===== src/rtl/systolic_pkg.sv =====
// Shared constants, state encoding and matrix element indices for the 2x2 systolic feeder.
// Matrices are packed {X00,X01,X10,X11} with X00 in the most significant lane.
package systolic_pkg;

    localparam int SYS_DW     = 8;
    localparam int SYS_CW     = 15;
    localparam int FEED_SLOTS = 3;
    localparam int FLUSH_CYC  = 2;

    // Lane index of each element within a packed 2x2 matrix
    localparam int IDX_00 = 3;
    localparam int IDX_01 = 2;
    localparam int IDX_10 = 1;
    localparam int IDX_11 = 0;

    typedef enum logic [2:0] {
        IDLE  = 3'd0,
        CLEAR = 3'd1,
        FEED  = 3'd2,
        FLUSH = 3'd3,
        HOLD  = 3'd4
    } state_t;

endpackage


===== src/rtl/systolic_slot_sel.sv =====
// Maps a feed slot index and the latched matrices onto the four skewed operand streams.
// Outputs are zero when disabled or for any slot outside 0..2.
module systolic_slot_sel
    import systolic_pkg::*;
#(
    parameter int DW = SYS_DW
) (
    input  logic [1:0]      slot,
    input  logic            en,
    input  logic [4*DW-1:0] mat_a,
    input  logic [4*DW-1:0] mat_b,
    output logic [DW-1:0]   a1,
    output logic [DW-1:0]   b1,
    output logic [DW-1:0]   a2,
    output logic [DW-1:0]   b2
);

    // Row 2 and column 2 run one slot behind row 1 / column 1 to form the skew
    always_comb begin
        a1 = '0;
        b1 = '0;
        a2 = '0;
        b2 = '0;
        if (en) begin
            case (slot)
                2'd0: begin
                    a1 = mat_a[IDX_00*DW +: DW];
                    b1 = mat_b[IDX_00*DW +: DW];
                end
                2'd1: begin
                    a1 = mat_a[IDX_01*DW +: DW];
                    b1 = mat_b[IDX_10*DW +: DW];
                    a2 = mat_a[IDX_10*DW +: DW];
                    b2 = mat_b[IDX_01*DW +: DW];
                end
                2'd2: begin
                    a2 = mat_a[IDX_11*DW +: DW];
                    b2 = mat_b[IDX_11*DW +: DW];
                end
                default: begin
                    a1 = '0;
                    b1 = '0;
                    a2 = '0;
                    b2 = '0;
                end
            endcase
        end else begin
            a1 = '0;
            b1 = '0;
            a2 = '0;
            b2 = '0;
        end
    end

endmodule


===== src/rtl/systolic_feeder_2x2.sv =====
// Operand sequencer and result reader for the 2x2 systolic multiplier (all outputs registered).
// Optional exact-overflow flag on res_ovf when SYSFEED_OVF_EN is defined; otherwise res_ovf is 0.
module systolic_feeder_2x2
    import systolic_pkg::*;
#(
    parameter int DW = SYS_DW,
    parameter int CW = SYS_CW
) (
    input  logic            clk,
    input  logic            rst,
    input  logic            start,
    output logic            start_ready,
    input  logic [4*DW-1:0] mat_a,
    input  logic [4*DW-1:0] mat_b,
    output logic            arr_clr_n,
    output logic [DW-1:0]   arr_a1,
    output logic [DW-1:0]   arr_a2,
    output logic [DW-1:0]   arr_b1,
    output logic [DW-1:0]   arr_b2,
    input  logic [CW-1:0]   c11,
    input  logic [CW-1:0]   c12,
    input  logic [CW-1:0]   c21,
    input  logic [CW-1:0]   c22,
    output logic [4*CW-1:0] res_c,
    output logic            res_valid,
    input  logic            res_ready,
    output logic            res_ovf
);

    state_t          state_r;
    state_t          state_nxt_s;
    logic [1:0]      cnt_r;
    logic [1:0]      cnt_nxt_s;
    logic [4*DW-1:0] mat_a_r;
    logic [4*DW-1:0] mat_b_r;
    logic            accept_s;
    logic            capture_s;
    logic [DW-1:0]   sel_a1_s;
    logic [DW-1:0]   sel_b1_s;
    logic [DW-1:0]   sel_a2_s;
    logic [DW-1:0]   sel_b2_s;

    assign accept_s  = start && start_ready;
    assign capture_s = (state_r == FLUSH) && (state_nxt_s == HOLD);

    // Next-state logic; cnt_r counts feed slots and then flush cycles
    always_comb begin
        state_nxt_s = state_r;
        cnt_nxt_s   = cnt_r;
        case (state_r)
            IDLE: begin
                if (accept_s) begin
                    state_nxt_s = CLEAR;
                    cnt_nxt_s   = 2'd0;
                end else begin
                    state_nxt_s = IDLE;
                end
            end
            CLEAR: begin
                state_nxt_s = FEED;
                cnt_nxt_s   = 2'd0;
            end
            FEED: begin
                if (cnt_r == 2'(FEED_SLOTS - 1)) begin
                    state_nxt_s = FLUSH;
                    cnt_nxt_s   = 2'd0;
                end else begin
                    cnt_nxt_s = cnt_r + 2'd1;
                end
            end
            FLUSH: begin
                if (cnt_r == 2'(FLUSH_CYC - 1)) begin
                    state_nxt_s = HOLD;
                    cnt_nxt_s   = 2'd0;
                end else begin
                    cnt_nxt_s = cnt_r + 2'd1;
                end
            end
            HOLD: begin
                if (res_ready) begin
                    state_nxt_s = IDLE;
                end else begin
                    state_nxt_s = HOLD;
                end
            end
            default: begin
                state_nxt_s = IDLE;
                cnt_nxt_s   = 2'd0;
            end
        endcase
    end

    // Operands are looked up for the slot the array will see next cycle
    systolic_slot_sel #(.DW(DW)) u_slot_sel (
        .slot  (cnt_nxt_s),
        .en    (state_nxt_s == FEED),
        .mat_a (mat_a_r),
        .mat_b (mat_b_r),
        .a1    (sel_a1_s),
        .b1    (sel_b1_s),
        .a2    (sel_a2_s),
        .b2    (sel_b2_s)
    );

    // State and slot counter
    always_ff @(posedge clk or negedge rst) begin
        if (!rst) begin
            state_r <= IDLE;
            cnt_r   <= 2'd0;
        end else begin
            state_r <= state_nxt_s;
            cnt_r   <= cnt_nxt_s;
        end
    end

    // Operand latch on job accept
    always_ff @(posedge clk or negedge rst) begin
        if (!rst) begin
            mat_a_r <= '0;
            mat_b_r <= '0;
        end else if (accept_s) begin
            mat_a_r <= mat_a;
            mat_b_r <= mat_b;
        end
    end

    // Array-facing outputs are decoded from the next state so they align with it
    always_ff @(posedge clk or negedge rst) begin
        if (!rst) begin
            start_ready <= 1'b1;
            arr_clr_n   <= 1'b1;
            arr_a1      <= '0;
            arr_b1      <= '0;
            arr_a2      <= '0;
            arr_b2      <= '0;
        end else begin
            start_ready <= (state_nxt_s == IDLE);
            arr_clr_n   <= (state_nxt_s != CLEAR);
            arr_a1      <= sel_a1_s;
            arr_b1      <= sel_b1_s;
            arr_a2      <= sel_a2_s;
            arr_b2      <= sel_b2_s;
        end
    end

    // Result capture after the flush window; held until the consumer takes it
    always_ff @(posedge clk or negedge rst) begin
        if (!rst) begin
            res_c     <= '0;
            res_valid <= 1'b0;
        end else if (capture_s) begin
            res_c     <= {c11, c12, c21, c22};
            res_valid <= 1'b1;
        end else if (res_valid && res_ready) begin
            res_valid <= 1'b0;
        end
    end

`ifdef SYSFEED_OVF_EN
    logic ovf_s;

    function automatic logic [2*DW:0] dot2(input logic [DW-1:0] x0, input logic [DW-1:0] y0,
                                           input logic [DW-1:0] x1, input logic [DW-1:0] y1);
        logic [2*DW:0] p0;
        logic [2*DW:0] p1;
        p0 = {{(DW+1){1'b0}}, x0} * {{(DW+1){1'b0}}, y0};
        p1 = {{(DW+1){1'b0}}, x1} * {{(DW+1){1'b0}}, y1};
        return p0 + p1;
    endfunction

    function automatic logic exceeds(input logic [2*DW:0] v);
        return |v[2*DW:CW];
    endfunction

    // Exact dot products from the latched operands, compared against the array range
    always_comb begin
        ovf_s = exceeds(dot2(mat_a_r[IDX_00*DW +: DW], mat_b_r[IDX_00*DW +: DW],
                             mat_a_r[IDX_01*DW +: DW], mat_b_r[IDX_10*DW +: DW]))
              | exceeds(dot2(mat_a_r[IDX_00*DW +: DW], mat_b_r[IDX_01*DW +: DW],
                             mat_a_r[IDX_01*DW +: DW], mat_b_r[IDX_11*DW +: DW]))
              | exceeds(dot2(mat_a_r[IDX_10*DW +: DW], mat_b_r[IDX_00*DW +: DW],
                             mat_a_r[IDX_11*DW +: DW], mat_b_r[IDX_10*DW +: DW]))
              | exceeds(dot2(mat_a_r[IDX_10*DW +: DW], mat_b_r[IDX_01*DW +: DW],
                             mat_a_r[IDX_11*DW +: DW], mat_b_r[IDX_11*DW +: DW]));
    end

    // Overflow flag travels with res_valid
    always_ff @(posedge clk or negedge rst) begin
        if (!rst) begin
            res_ovf <= 1'b0;
        end else if (capture_s) begin
            res_ovf <= ovf_s;
        end else if (res_valid && res_ready) begin
            res_ovf <= 1'b0;
        end
    end
`else
    assign res_ovf = 1'b0;
`endif

endmodule


===== config.mk =====
export PLATFORM = sky130hd
export DESIGN_NAME = systolic_feeder_2x2
export DESIGN_NICKNAME = d
export VERILOG_FILES = /design/src/rtl/systolic_pkg.sv /design/src/rtl/systolic_slot_sel.sv /design/src/rtl/systolic_feeder_2x2.sv
export SDC_FILE = /design/constraint.sdc
export NUM_CORES = 1
export LEC_CHECK = 0
export CORE_ASPECT_RATIO = 0.8
export CORE_MARGIN = 3
export CORE_UTILIZATION = 50
export DETAILED_ROUTE_END_ITERATION = 8
export DONT_BUFFER_PORTS = 1
export SLEW_MARGIN = 20
export SYNTH_ARGS = -nofsm -noshare
export SYNTH_HDL_FRONTEND = slang
export SYNTH_SLANG_ARGS = --single-unit

===== constraint.sdc =====
create_clock -name clk -period 3.95 [get_ports clk]
set_clock_uncertainty 0.1 [all_clocks]
set_input_delay 0.79 -clock clk [delete_from_list [all_inputs] [get_ports clk]]
set_output_delay 0.79 -clock clk [all_outputs]
set_load 0.01 [all_outputs]

== Yosys cells after proc, flatten, opt, wreduce, memory -nomap -nowiden ==
Index checks and enable logic that the tools add are counted.
Word-level totals
  bits in registers: 164
  bits of input ports: 128
  logic and storage cells: 50
  output and inout port bits: 96
Cells by class
  add/subtract/negate cells: 1
  reductions and logical operators: 7
  mux-type cells: 19
  equal/unequal tests: 11
Operator list (count)
  8-bit case mux with 2 select lines: 4
  8-bit two-way mux: 4
  3-bit case mux with 5 select lines: 1
  3-bit by 2-bit equality test with 1-bit output (second input constant): 3
  3-bit two-way mux: 3
  2-bit case mux with 4 select lines: 1
  3-bit equality test (second input constant): 2
  3-bit logical NOT: 2
  2-bit two-way mux: 3
  2-bit by 1-bit equality test with 1-bit output (second input constant): 2
  2-bit equality test (second input constant): 2
  3-bit by 1-bit equality test with 1-bit output (second input constant): 1
  1-bit logical AND: 3
  1-bit two-way mux: 3
  3-bit by 1-bit inequality test with 1-bit output (second input constant): 1
  2-bit by 1-bit adder with 2-bit output (second input constant): 1
  2-bit logical NOT: 1
  2-bit nonzero test: 1

== Longest topological paths before layout ==
  depth in word-level cells: 6
  depth in mapped cells: 10
  gate-level depth less buffers: 7

== Modules after synthesis ==
Synthesis repeated with hierarchy kept, for this count alone.
Second synthesis, totals
  cells, all modules: 414
  area total of the unflattened synthesis: 6503.7 µm²
By module, submodules not included
  systolic_feeder_2x2: cells each 335, area an instance 5811.8 µm², sequential area each 4106.4 µm², times used 1
  systolic_slot_sel: cells each 79, area an instance 691.9 µm², sequential area each 0.0 µm², times used 1

== Worst setup path after synthesis ==
Ideal clock, no wire load.
  kind: input port to flip-flop
  start: in start
  end: reg arr_b2[6]
  setup slack: 1.403 ns
  cell stages on the path: 10
  data arrival time: 2.375 ns
  required time: 3.778 ns
  setup time: 0.072 ns
  path buffers: 3
  path through: nand2_1 buf_2 o21a_1 nand2_1 o31ai_1 ha_1 or3b_1 buf_6 buf_8 nor2_1
Between the ends
  cells in the longest elaborated chain, start to end: 6
  elaborated cells between the ends (all ways): 10
  classes of those cells: eq/ne: 3; mux: 6; reduce/logical: 1
RTL lines
  start, declared: line systolic_feeder_2x2.sv:11  | input logic start,
  1-bit logical AND (*): line systolic_feeder_2x2.sv:43  | assign accept_s = start && start_ready;
  2-bit two-way mux: line systolic_feeder_2x2.sv:52  | if (accept_s) begin
  2-bit case mux with 4 select lines: line systolic_feeder_2x2.sv:50  | case (state_r)
  2-bit equality test / 2-bit by 1-bit equality test with 1-bit output (equally long branches): line systolic_slot_sel.sv:25  | case (slot)
  8-bit case mux with 2 select lines: line systolic_slot_sel.sv:25
  8-bit two-way mux (*): line systolic_slot_sel.sv:24  | if (en) begin
  via sel_b2_s[6]: line systolic_feeder_2x2.sv:41  | logic [DW-1:0] sel_b2_s;
  end signal, assigned: line systolic_feeder_2x2.sv:142  | arr_b2 <= sel_b2_s;
  end, declared: line systolic_feeder_2x2.sv:19  | output logic [DW-1:0] arr_b2,
The timed path passes the listed nets; every way through them passes the cells marked *.
A chain may end at the register's enable or synchronous reset.

== Worst setup path after layout ==
  start: reg state_r[1]
  end: reg arr_b2[6]
Between the ends
  cells in the longest elaborated chain, start to end: 5
  elaborated cells between the ends (all ways): 14
  classes of those cells: eq/ne: 7; mux: 6; reduce/logical: 1
RTL lines
  start, declared: line systolic_feeder_2x2.sv:30  | state_t state_r;
  start signal, assigned: line systolic_feeder_2x2.sv:111  | state_r <= state_nxt_s;
  3-bit equality test (tied with other cells): line systolic_feeder_2x2.sv:50
  2-bit case mux with 4 select lines: line systolic_feeder_2x2.sv:50
  2-bit equality test / 2-bit by 1-bit equality test with 1-bit output (equally long branches): line systolic_slot_sel.sv:25
  8-bit case mux with 2 select lines: line systolic_slot_sel.sv:25
  8-bit two-way mux (*): line systolic_slot_sel.sv:24
  via sel_b2_s[6]: line systolic_feeder_2x2.sv:41
Marked as above.

==> summary.txt <==
Floorplanning
  • Initial Utilization: 52.3%
  • FP Rows: 36
  • Die width: roughly 130 um
  • Core area: between 0.01 and 0.015 sq mm
  • I/O pin cnt: ~220
  • DIE HEIGHT: between 100 and 150 um
  • Die area: about 0.014 sq mm

Timing
  • RSZ-0062 raised after global routing: false
  • Slew Limit Fails: 0
  • Slew at the pin closest to its max-slew limit: roughly 1.0 ns
  • WHS: -0.0345 ns
  • Tcrit/Tclk final: around 71%
  • Setup WS post-layout: approximately 1.1 ns
  • Hold Vio Cnt, Final: 63
  • Setup TNS: 0 ns
  • Min cycle time layout: about 2.8 ns
  • Slew headroom: 30.1%
  • Fmax: ~0.36 GHz
  • Final Setup Violations: 0

Critical path
  • Worst path max stage delay: about 0.64 ns
  • Slowest-stage cell, CP: or3b_1
  • Worst setup SP type: flip-flop
  • CP max FO: 16
  • Worst Reg-to-Reg Cells: 7
  • Crit-path most repeated cell: nor2_1
  • Crit end category: flip-flop
  • Crit-path cells: nor2_1 > o21a_1 > nand2_1 > o31ai_1 > ha_1 > or3b_1 > nor2_1
  • Critical path data required time: 4.19 ns
  • Crit path DAT: 3.05 ns
  • Crit path kind: flip-flop to flip-flop

Power and ir drop
  • Peak supply drop: ~0.0004 V
  • Pwr/cell area: 910 mW/mm^2
  • Leakage power: 3.06 nW

Clock tree
  • Post-CTS sizing: 0
  • CTS root buf: clkbuf_16
  • Setup repair bufs after CTS: 0
  • H-tree depth: 4
  • Clk Latency, worst-skew pair: approximately 0.42 ns
  • TritonCTS clock tree: built
  • Maximum clock insertion buffer count: 2
  • Cts bufs inserted: 17
  • Reg clk slew, reported paths: around 0.06 ns
  • Sink Count: 164

Global routing
  • Vias in the first global route: 3610
  • Initial antenna violation count: 1
  • First-pass GRT wire length: between 20 and 25 mm
  • Remaining Overflow, GRT: 0
  • Largest net degree at the start of global routing: roughly 170
  • GRT busiest layer: met2
  • GRT met2 Usage: ~29%
  • Global-route track usage on met3: 9.67%
  • GR Util All Layers: between 10% and 20%
  • Met1 Use GR: a little under a quarter

Run
  • Max cap viols: 0

Yosys
  • Register area share after synthesis: around 63%
  • Mapped Area: about 0.0065 sq mm
  • Synth cell types: 40
  • Synthesized instance count: about 440
  • Most common flop cell mapped by yosys: dfrtp_1
  • Syn_nets: roughly 570
  • Synth top area cells: dfrtp_1 62%, mux2_2 11%, mux2_1 10%
  • Yosys warns: 0
  • Most common cell in the netlist: dfrtp_1
  • Post-synth top area share: between 60 and 70%
  • Most frequent cells after synthesis: 162 x dfrtp_1, 66 x mux2_2, 58 x mux2_1, 23 x nand2_1, 20 x nor2_1
  • Number of synthesized flops with an enable pin: 0
  • Yosys top cell by area: dfrtp_1
  • Synth Register Bits: between 150 and 200
  • Average cell area after synthesis: between 10 and 15 sq um
  • Post-synth ARST share: between 90% and 100%

Layout
  • Multi-input gate area: ~0.0022 sq mm
  • NumNets Final: around 570
  • # diodes: 0
  • Layout area overhead: 9.99%
  • Fill cells: between 900 and 1000
  • Ratio of cells with drive above 1 in the final layout: just under 30%
  • Finished Cell Area: roughly 0.007 sq mm
  • Reg area: between 0.004 and 0.005 sq mm

Placed design
  • Placed instance area: between 0.006 and 0.007 sq mm
  • # port buffers: 0
  • GPL Wtd Cong: 0.717
  • Final HPWL DP: 8.85 mm
  • Pre-CTS WS: between 1 and 1.5 ns

Detailed routing
  • Vias/cell: ~5.6
  • DRT iter0 DRCs: between 100 and 150
  • ANT nets after route: 0
  • Vias: 3438
  • Drt wl/cell: about 21 um
  • First-pass DRT Iterations: 4
  • Post-Route WL: between 10 and 15 mm
  • Residual DRC: 0

Status
  • Status: finished with violations
  • Failing checks: hold timing

Worst hold path
  • Worst min path class: primary input to asynchronous set/reset pin
==> routing by layer <==
layer | up-vias | wire, um
met5 | - | 11
met4 | 2 | 157
met3 | 16 | 1240
met2 | 139 | 6240
met1 | 1737 | 5170
li1 | 1544 | -
==> state kept, by name (all words and copies together) (netlist names), 2 cells and up <==
register  cells
res_c        60
mat_a_r      32
mat_b_r      32
arr_a1        8
arr_a2        8
arr_b1        8
arr_b2        8
state_r       3
cnt_r         2
==> final timing paths <==
path,startpoint,end,slack (ns)
worst min register to register,mat_b_r[9],mat_b_r[9],0.40
min in group clk,res_ready,res_valid,0.39
worst max register to register,state_r[1],arr_b2[6],1.14
worst max-delay path,state_r[1],arr_b2[6],1.14
worst min-delay path,rst,res_c[17],-0.03
max in group asynchronous,rst,arr_clr_n,3.45
==> placed cells by master, fill, tap and decap left out, types with 2 or more instances in the layout <==
| cell type | count |
|---|---|
| o21ai_2 | 11 |
| mux2_2 | 66 |
| a21oi_2 | 10 |
| clkbuf_1 | 2 |
| ha_1 | 2 |
| o31ai_1 | 3 |
| nand2b_1 | 4 |
| a22oi_1 | 17 |
| o21ai_0 | 3 |
| dfrtp_1 | 162 |
| nor2_1 | 20 |
| buf_4 | 3 |
| bufinv_16 | 3 |
| a21oi_1 | 6 |
| nand2_1 | 22 |
| clkbuf_8 | 3 |
| clkinv_2 | 3 |
| clkinvlp_4 | 3 |
| nor2b_1 | 2 |
| mux2_1 | 58 |
| nor3_1 | 2 |
| dfstp_2 | 2 |
| o21ai_1 | 6 |
| clkbuf_16 | 17 |
==> where the power goes <==
group | total (mW) | switching (mW) | leakage (nW) | internal (mW)
combinational | 1.66 | 0.846 | 0.788 | 0.814
clock | 1.66 | 0.621 | 0.288 | 1.04
sequential | 3.19 | 0.714 | 1.99 | 2.48
total | 6.51 | 2.18 | 3.06 | 4.33
==> critical path: cells and delay by family (launching register included) <==
kind | cells | cell delay [ns]
compound gates | 2 | 0.34
fa+ha+maj | 1 | 0.26
flops | 1 | 0.53
simple gates | 4 | 1.51
==> per-stage QoR <==
stage | instances | util [%] | power [mW]
2_1_floorplan | 442 | - | 4.54
3_3_place_gp | 588 | 52.7 | 4.84
3_5_place_dp | 588 | 52.7 | 4.92
4_1_cts | 619 | 57.5 | 6.60
5_1_grt | 619 | 57.5 | 6.94
6_report | 619 | 57.5 | 6.51
==> kinds of logic after synthesis <==
family / count (synthesis) / synth area share, %
AO/OA/AOI/OAI: 62 / 7.16
adder cells (fa/ha/maj): 2 / 0.385
buffers and inverters: 29 / 3.14
flip-flops: 164 / 63.2
multiplexers: 124 / 21.5
other: 1 / 0.0577
AND/OR/NAND/NOR: 60 / 4.62
==> area by class of cell <==
cell class	instances	area share, %
flip-flops and latches	164	57.4
multi-input cells	249	30.8
clock buffers	22	6.63
well taps	171	2.99
clock inverters	9	1.78
repair buffers	3	0.315
inverters	1	0.0525
Power figures use the tool's default switching activity.
